[src/rtl/chroni_vram_arbiter.sv]
// Two-requester read arbiter for the chroni-side VRAM port B: display fetcher vs aux engine.
// One read issued per sys_clk; data returns to the originating requester RD_LATENCY+1 edges after accept.
module chroni_vram_arbiter #(
  parameter int ADDR_W       = 17,
  parameter int DATA_W       = 8,
  parameter int RD_LATENCY   = 2,
  parameter int AUX_MAX_WAIT = 15
) (
  input  logic              sys_clk,
  input  logic              reset_n,
  input  logic              disp_priority,
  input  logic              disp_req,
  input  logic [ADDR_W-1:0] disp_addr,
  output logic              disp_gnt,
  output logic              disp_rvalid,
  output logic [DATA_W-1:0] disp_rdata,
  input  logic              aux_req,
  input  logic [ADDR_W-1:0] aux_addr,
  output logic              aux_gnt,
  output logic              aux_rvalid,
  output logic [DATA_W-1:0] aux_rdata,
  output logic [ADDR_W-1:0] vram_addr,
  input  logic [DATA_W-1:0] vram_rd_data,
  output logic              busy
);

  localparam int DEPTH = RD_LATENCY + 1;
  localparam logic [3:0] WAIT_MAX = 4'(AUX_MAX_WAIT);

  logic [DEPTH-1:0] tag_valid;
  logic [DEPTH-1:0] tag_aux;
  logic [3:0]       aux_wait;
  logic             last_grant_aux;
  logic             accept;
  logic             ret_disp;
  logic             ret_aux;

  // Forced aux grant beats display priority once aux has waited long enough.
  always_comb begin
    disp_gnt = 1'b0;
    aux_gnt  = 1'b0;
    if (reset_n) begin
      if (disp_req && aux_req) begin
        if (aux_wait == WAIT_MAX) begin
          aux_gnt = 1'b1;
        end else if (disp_priority) begin
          disp_gnt = 1'b1;
        end else if (last_grant_aux) begin
          disp_gnt = 1'b1;
        end else begin
          aux_gnt = 1'b1;
        end
      end else if (disp_req) begin
        disp_gnt = 1'b1;
      end else if (aux_req) begin
        aux_gnt = 1'b1;
      end
    end
  end

  assign accept   = disp_gnt | aux_gnt;
  assign ret_disp = tag_valid[DEPTH-1] & ~tag_aux[DEPTH-1];
  assign ret_aux  = tag_valid[DEPTH-1] &  tag_aux[DEPTH-1];
  assign busy     = |tag_valid;

  always_ff @(posedge sys_clk) begin
    if (!reset_n) begin
      vram_addr      <= '0;
      tag_valid      <= '0;
      tag_aux        <= '0;
      aux_wait       <= 4'd0;
      last_grant_aux <= 1'b1;
      disp_rvalid    <= 1'b0;
      aux_rvalid     <= 1'b0;
      disp_rdata     <= '0;
      aux_rdata      <= '0;
    end else begin
      if (accept) begin
        vram_addr      <= aux_gnt ? aux_addr : disp_addr;
        last_grant_aux <= aux_gnt;
      end
      tag_valid <= {tag_valid[DEPTH-2:0], accept};
      tag_aux   <= {tag_aux[DEPTH-2:0], aux_gnt};

      disp_rvalid <= ret_disp;
      aux_rvalid  <= ret_aux;
      if (ret_disp) disp_rdata <= vram_rd_data;
      if (ret_aux)  aux_rdata  <= vram_rd_data;

      if (!aux_req || aux_gnt) begin
        aux_wait <= 4'd0;
      end else if (aux_wait != WAIT_MAX) begin
        aux_wait <= aux_wait + 4'd1;
      end
    end
  end

endmodule

[config.mk]
export PLATFORM = sky130hd
export DESIGN_NAME = chroni_vram_arbiter
export DESIGN_NICKNAME = d
export VERILOG_FILES = /design/src/rtl/chroni_vram_arbiter.sv
export SDC_FILE = /design/constraint.sdc
export NUM_CORES = 1
export LEC_CHECK = 0
export CAP_MARGIN = 10
export CORE_ASPECT_RATIO = 0.9
export CORE_UTILIZATION = 46
export CTS_CLUSTER_SIZE = 16
export DETAILED_ROUTE_END_ITERATION = 7
export HOLD_SLACK_MARGIN = 0.15
export PLACE_DENSITY = 0.85
export SYNTH_ARGS = -nofsm -noshare
export SYNTH_HDL_FRONTEND = slang
export SYNTH_SLANG_ARGS = --single-unit
[constraint.sdc]
create_clock -name sys_clk -period 5 [get_ports sys_clk]
set_clock_uncertainty 0.2 [all_clocks]
set_input_delay 0.5 -clock sys_clk [delete_from_list [all_inputs] [get_ports sys_clk]]
set_output_delay 0.5 -clock sys_clk [all_outputs]
set_load 0.005 [all_outputs]
---- Word-level counts from Yosys, hierarchy flattened ----
Cells that the tools add are included.
word-level totals
  bits in registers ....................... 46
  latch bits .............................. 0
  memory bits (writable) .................. 0
  ROM bits ................................ 0
  input port bits ......................... 47
  output and inout bits ................... 38
  word-level logic and storage cells ...... 36
  memories ................................ 0
operators by class
  add/sub/neg operators ................... 1
  $mul .................................... 0
  divide/modulo/power cells ............... 0
  order comparisons ....................... 0
  eq/ne operators ......................... 2
  shift-type cells ........................ 0
  multiplexer cells ....................... 14
  bitwise logic cells ..................... 5
  reduce and logical (&&, ||, !) cells .... 5
operators by type and width
  cell                   number
  $mux W17               1
  $mux W1                13
  $add A4 B1 Y4 const B  1
  $eq A4 B4 Y1 const B   1
  $ne A4 B4 Y1 const B   1
  $reduce_or A3 Y1       1
  $and A1 B1 Y1          2
  $not A1 Y1             2
  $reduce_or A2 Y1       1
  $logic_and A1 B1 Y1    1
  $logic_not A1 Y1       1
  $logic_or A1 B1 Y1     1
  $or A1 B1 Y1           1

---- Logic depth before layout (Yosys ltp) ----
  depth in word-level cells ............... 7
  depth in mapped cells ................... 6
  gate-level depth less buffers ........... 4

---- Worst setup path before layout ----
OpenSTA, ideal clock, no wires.
  path type ............................... input -> output
  from .................................... input port aux_req
  to ...................................... output port disp_gnt
  data arrival time ....................... 1.274 ns
  required time ........................... 4.300 ns
  path slack .............................. 3.026 ns
  stages on the path ...................... 4
  path buffers ............................ 2
  cells stage by stage .................... clkbuf_1 > clkbuf_1 > o21ai_0 > and3_1
on the way
  word-level cells in the longest chain between the ends .. 3
RTL lines
  item                 RTL line  text
  from (decl)          17        input logic aux_req,
  $logic_and A1 B1 Y1  43        if (disp_req && aux_req) begin
  $mux W1              43
  $mux W1              42        if (reset_n) begin
  to (decl)            14        output logic disp_gnt,
No other way between the ends.

---- Final worst setup path ----
  from .................................... input port aux_req
  to ...................................... output port aux_gnt
on the way
  word-level cells in the longest chain between the ends .. 4
  elaborated cells between the ends (all ways) .. 5
  those cells by class .................... mux: 4; reduce/logical: 1
RTL lines
  item         RTL line  text
  $mux W1      55        end else if (aux_req) begin
  $mux W1      53        end else if (disp_req) begin
  $mux W1 (*)  43
  $mux W1 (*)  42
  to (decl)    19        output logic aux_gnt,
Every way passes the cells marked *; elsewhere a longest branch is shown, timed or not.

==> flow_metrics.env <==
export IMPL_power_density_mw_per_mm2=273.4
export IMPL_cts_buffer_depth=2
export IMPL_path_clk_slew_ns=0.08
export IMPL_chipHeight_um=65.02
export IMPL_rsz0062_at_grt="false"
export IMPL_synth_flop_cell="dfxtp_1"
export IMPL_required_ns=4.30
export IMPL_drt_antenna_violating_nets=0
export IMPL_finalWorstSetupSlack_ns=1.684
export IMPL_std_cell_rows=22
export IMPL_synth_warnings=0
export IMPL_maxCapViolCount=0
export IMPL_synthToLayoutAreaGrowth_pct=46.49
export IMPL_ys_async_sr_fraction=0
export IMPL_drive_above_1_share=0.1246
export IMPL_synthCells=206
export IMPL_grt_pass1_vias=1683
export IMPL_synth_edf_count=0
export IMPL_fp_dieW_um=72.02
export IMPL_ios=85
export IMPL_period_share=0.6632
export IMPL_post_cts_repair_setup_buffers=0
export IMPL_ctsResizeCount=0
export IMPL_cts_sinks=46
export IMPL_cts_hold_buf=0
export IMPL_fin_setup_tns_ns=0
export IMPL_layout_commonest_cell="clkdlybuf4s50_1"
export IMPL_synthesis_area_mm2=0.002029
export IMPL_period_minus_slack_ns=3.316
export IMPL_hold_violations=0
export IMPL_cts_buffers=5
export IMPL_grt_use_total=0.2103
export IMPL_antenna_found_initial=0
export IMPL_crit_chain="clkdlybuf4s50_1 > nand2_1 > nor2_1 > clkdlybuf4s50_1"
export IMPL_startpoint_type="input pin"
export IMPL_portBuffers=84
export IMPL_synthesis_nets=254
export IMPL_slowest_delay_ns=1.08
export IMPL_start_util=0.4883
export IMPL_viasPerCell=5.287
export IMPL_relSlewSlack=0.3746
export IMPL_grt_max_degree=44
export IMPL_ys_ff_latch=46
export IMPL_dr_pass1_iters=4
export IMPL_ys_seq_area_frac=0.4538
export IMPL_crit_type="in2out"
export IMPL_finalWirelength_um=4784
export IMPL_final_cell_mix="84 x clkdlybuf4s50_1, 46 x dfxtp_1, 29 x nand2_1, 17 x mux2_2, 16 x a21boi_0"
export IMPL_fmax_mhz=301.6
export IMPL_grt_pass1_wl_um=7583
export IMPL_critPathMostFrequentCell="clkdlybuf4s50_1"
export IMPL_clk_insertion_delay_late_ns=0.30
export IMPL_whs_ns=0.2443
export IMPL_wl_per_cell_um=14.03
export IMPL_drt_iter0_drc=113
export IMPL_p_leak_nw=1.062
export IMPL_fin_nets=329
export IMPL_critPathSlowestCell="clkdlybuf4s50_1"
export IMPL_vias=1803
export IMPL_dp_slack_ns=1.728
export IMPL_end_kind="primary output"
export IMPL_worst_pin_slew_ns=0.9351
export IMPL_place_gp_congestion=0.7367
export IMPL_place_area_mm2=0.002860
export IMPL_ir_drop_v=0.0002235
export IMPL_cts_tree="yes"
export IMPL_syn_mean_instance_area_um2=9.852
export IMPL_worstHoldPathType="reg2reg"
export IMPL_fin_area_mm2=0.002973
export IMPL_status="finished clean"
export IMPL_setup_viol=0
export IMPL_yosys_cell_types_count=32
export IMPL_cts_htree_levels=2
export IMPL_antennaDiodeCount=0
export IMPL_coreArea_mm2=0.004156
export IMPL_dp_hpwl_um=3281
export IMPL_slew_viol_final=0
export IMPL_die_area_mm2=0.004682
export IMPL_overflow=0
export IMPL_critPathMaxFanout=25
export IMPL_cp_arrival_ns=2.62
export IMPL_cts_root_buf="clkbuf_8"
export IMPL_route_detailed_drc=0
-- logic make-up after synthesis --
| logic type | synth area share |
|---|---|
| flip-flops | 0.4538 |
| AND/OR/NAND/NOR | 0.1363 |
| multiplexers | 0.09433 |
| buffers and inverters | 0.05117 |
| adder cells (fa/ha/maj) | 0.006164 |
| AO/OA/AOI/OAI | 0.2540 |
| XOR/XNOR | 0.004316 |
-- critical path: cells and delay by family --
| family | cells | cell delay [ns] |
|---|---|---|
| and+or+nand+nor | 2 | 0.51 |
| buffers and inverters | 2 | 1.59 |
-- where the power goes --
group	total, W	switching (W)	internal, W
clock network	0.000284	0.000124	0.000160
registers	0.000392	0.00000971	0.000383
logic	0.000137	0.0000480	0.0000886
-- path summary, 6_finish.rpt --
check               from           end  slack (ns)  depth (start not counted)
min reg2reg   tag_aux[0]    tag_aux[1]        0.24                          1
max              aux_req       aux_gnt        1.68                          4
min           tag_aux[0]    tag_aux[1]        0.24                          1
max reg2reg  aux_wait[0]  vram_addr[5]        2.94                          4
-- routing by layer --
metal / GRT usage / up-vias / part of all wire
met3: 0.06843 / 5 / 0.067
met2: 0.3491 / 70 / 0.45
met4: 0.06618 / 0 / 0.0096
met1: 0.2580 / 842 / 0.48
li1: - / 886 / -
met5: 0 / - / 0
-- sequential cells by signal (all words and copies together) (netlist names) --
register	flops
disp_rvalid	1
vram_addr	17
aux_rdata	8
disp_rdata	8
tag_aux	3
tag_valid	3
last_grant_aux	1
aux_wait	4
aux_rvalid	1
-- layout make-up --
| type | instances | area, um^2 |
|---|---|---|
| tap | 60 | 75.07 |
| sequential | 46 | 920.9 |
| fill | 327 | 1184 |
| inverter | 1 | 3.754 |
| clock buffer | 6 | 82.58 |
| clock inverter | 1 | 30.03 |
| multi-input combinational | 141 | 1005 |
| timing repair buffer | 86 | 855.8 |
-- Yosys cell counts (2+ instances only) --
| cell | number | area share |
|---|---|---|
| a21boi_0 | 16 | 0.059 |
| a21oi_1 | 4 | 0.0099 |
| and2_1 | 5 | 0.015 |
| and3_1 | 2 | 0.0062 |
| buf_2 | 2 | 0.0049 |
| buf_4 | 2 | 0.0074 |
| buf_6 | 3 | 0.017 |
| clkbuf_1 | 11 | 0.020 |
| dfxtp_1 | 46 | 0.45 |
| mux2_2 | 17 | 0.094 |
| nand2_1 | 29 | 0.054 |
| nand3_1 | 9 | 0.022 |
| nor2_1 | 5 | 0.0092 |
| o21a_1 | 15 | 0.055 |
| o21ai_0 | 8 | 0.020 |
| o21ai_2 | 2 | 0.0086 |
| o221a_1 | 10 | 0.055 |
| o221a_2 | 4 | 0.022 |
| o31a_1 | 3 | 0.013 |
-- through the flow --
step	cells	utilization	power, W
floorplan	206	-	0.0004612
global placement	334	0.6881	0.0005351
detailed placement	334	0.6881	0.0005374
CTS	341	0.7152	0.0008161
global route	341	0.7152	0.0008463
finish	341	0.7152	0.0008128
(Power assumes the default switching activity.)
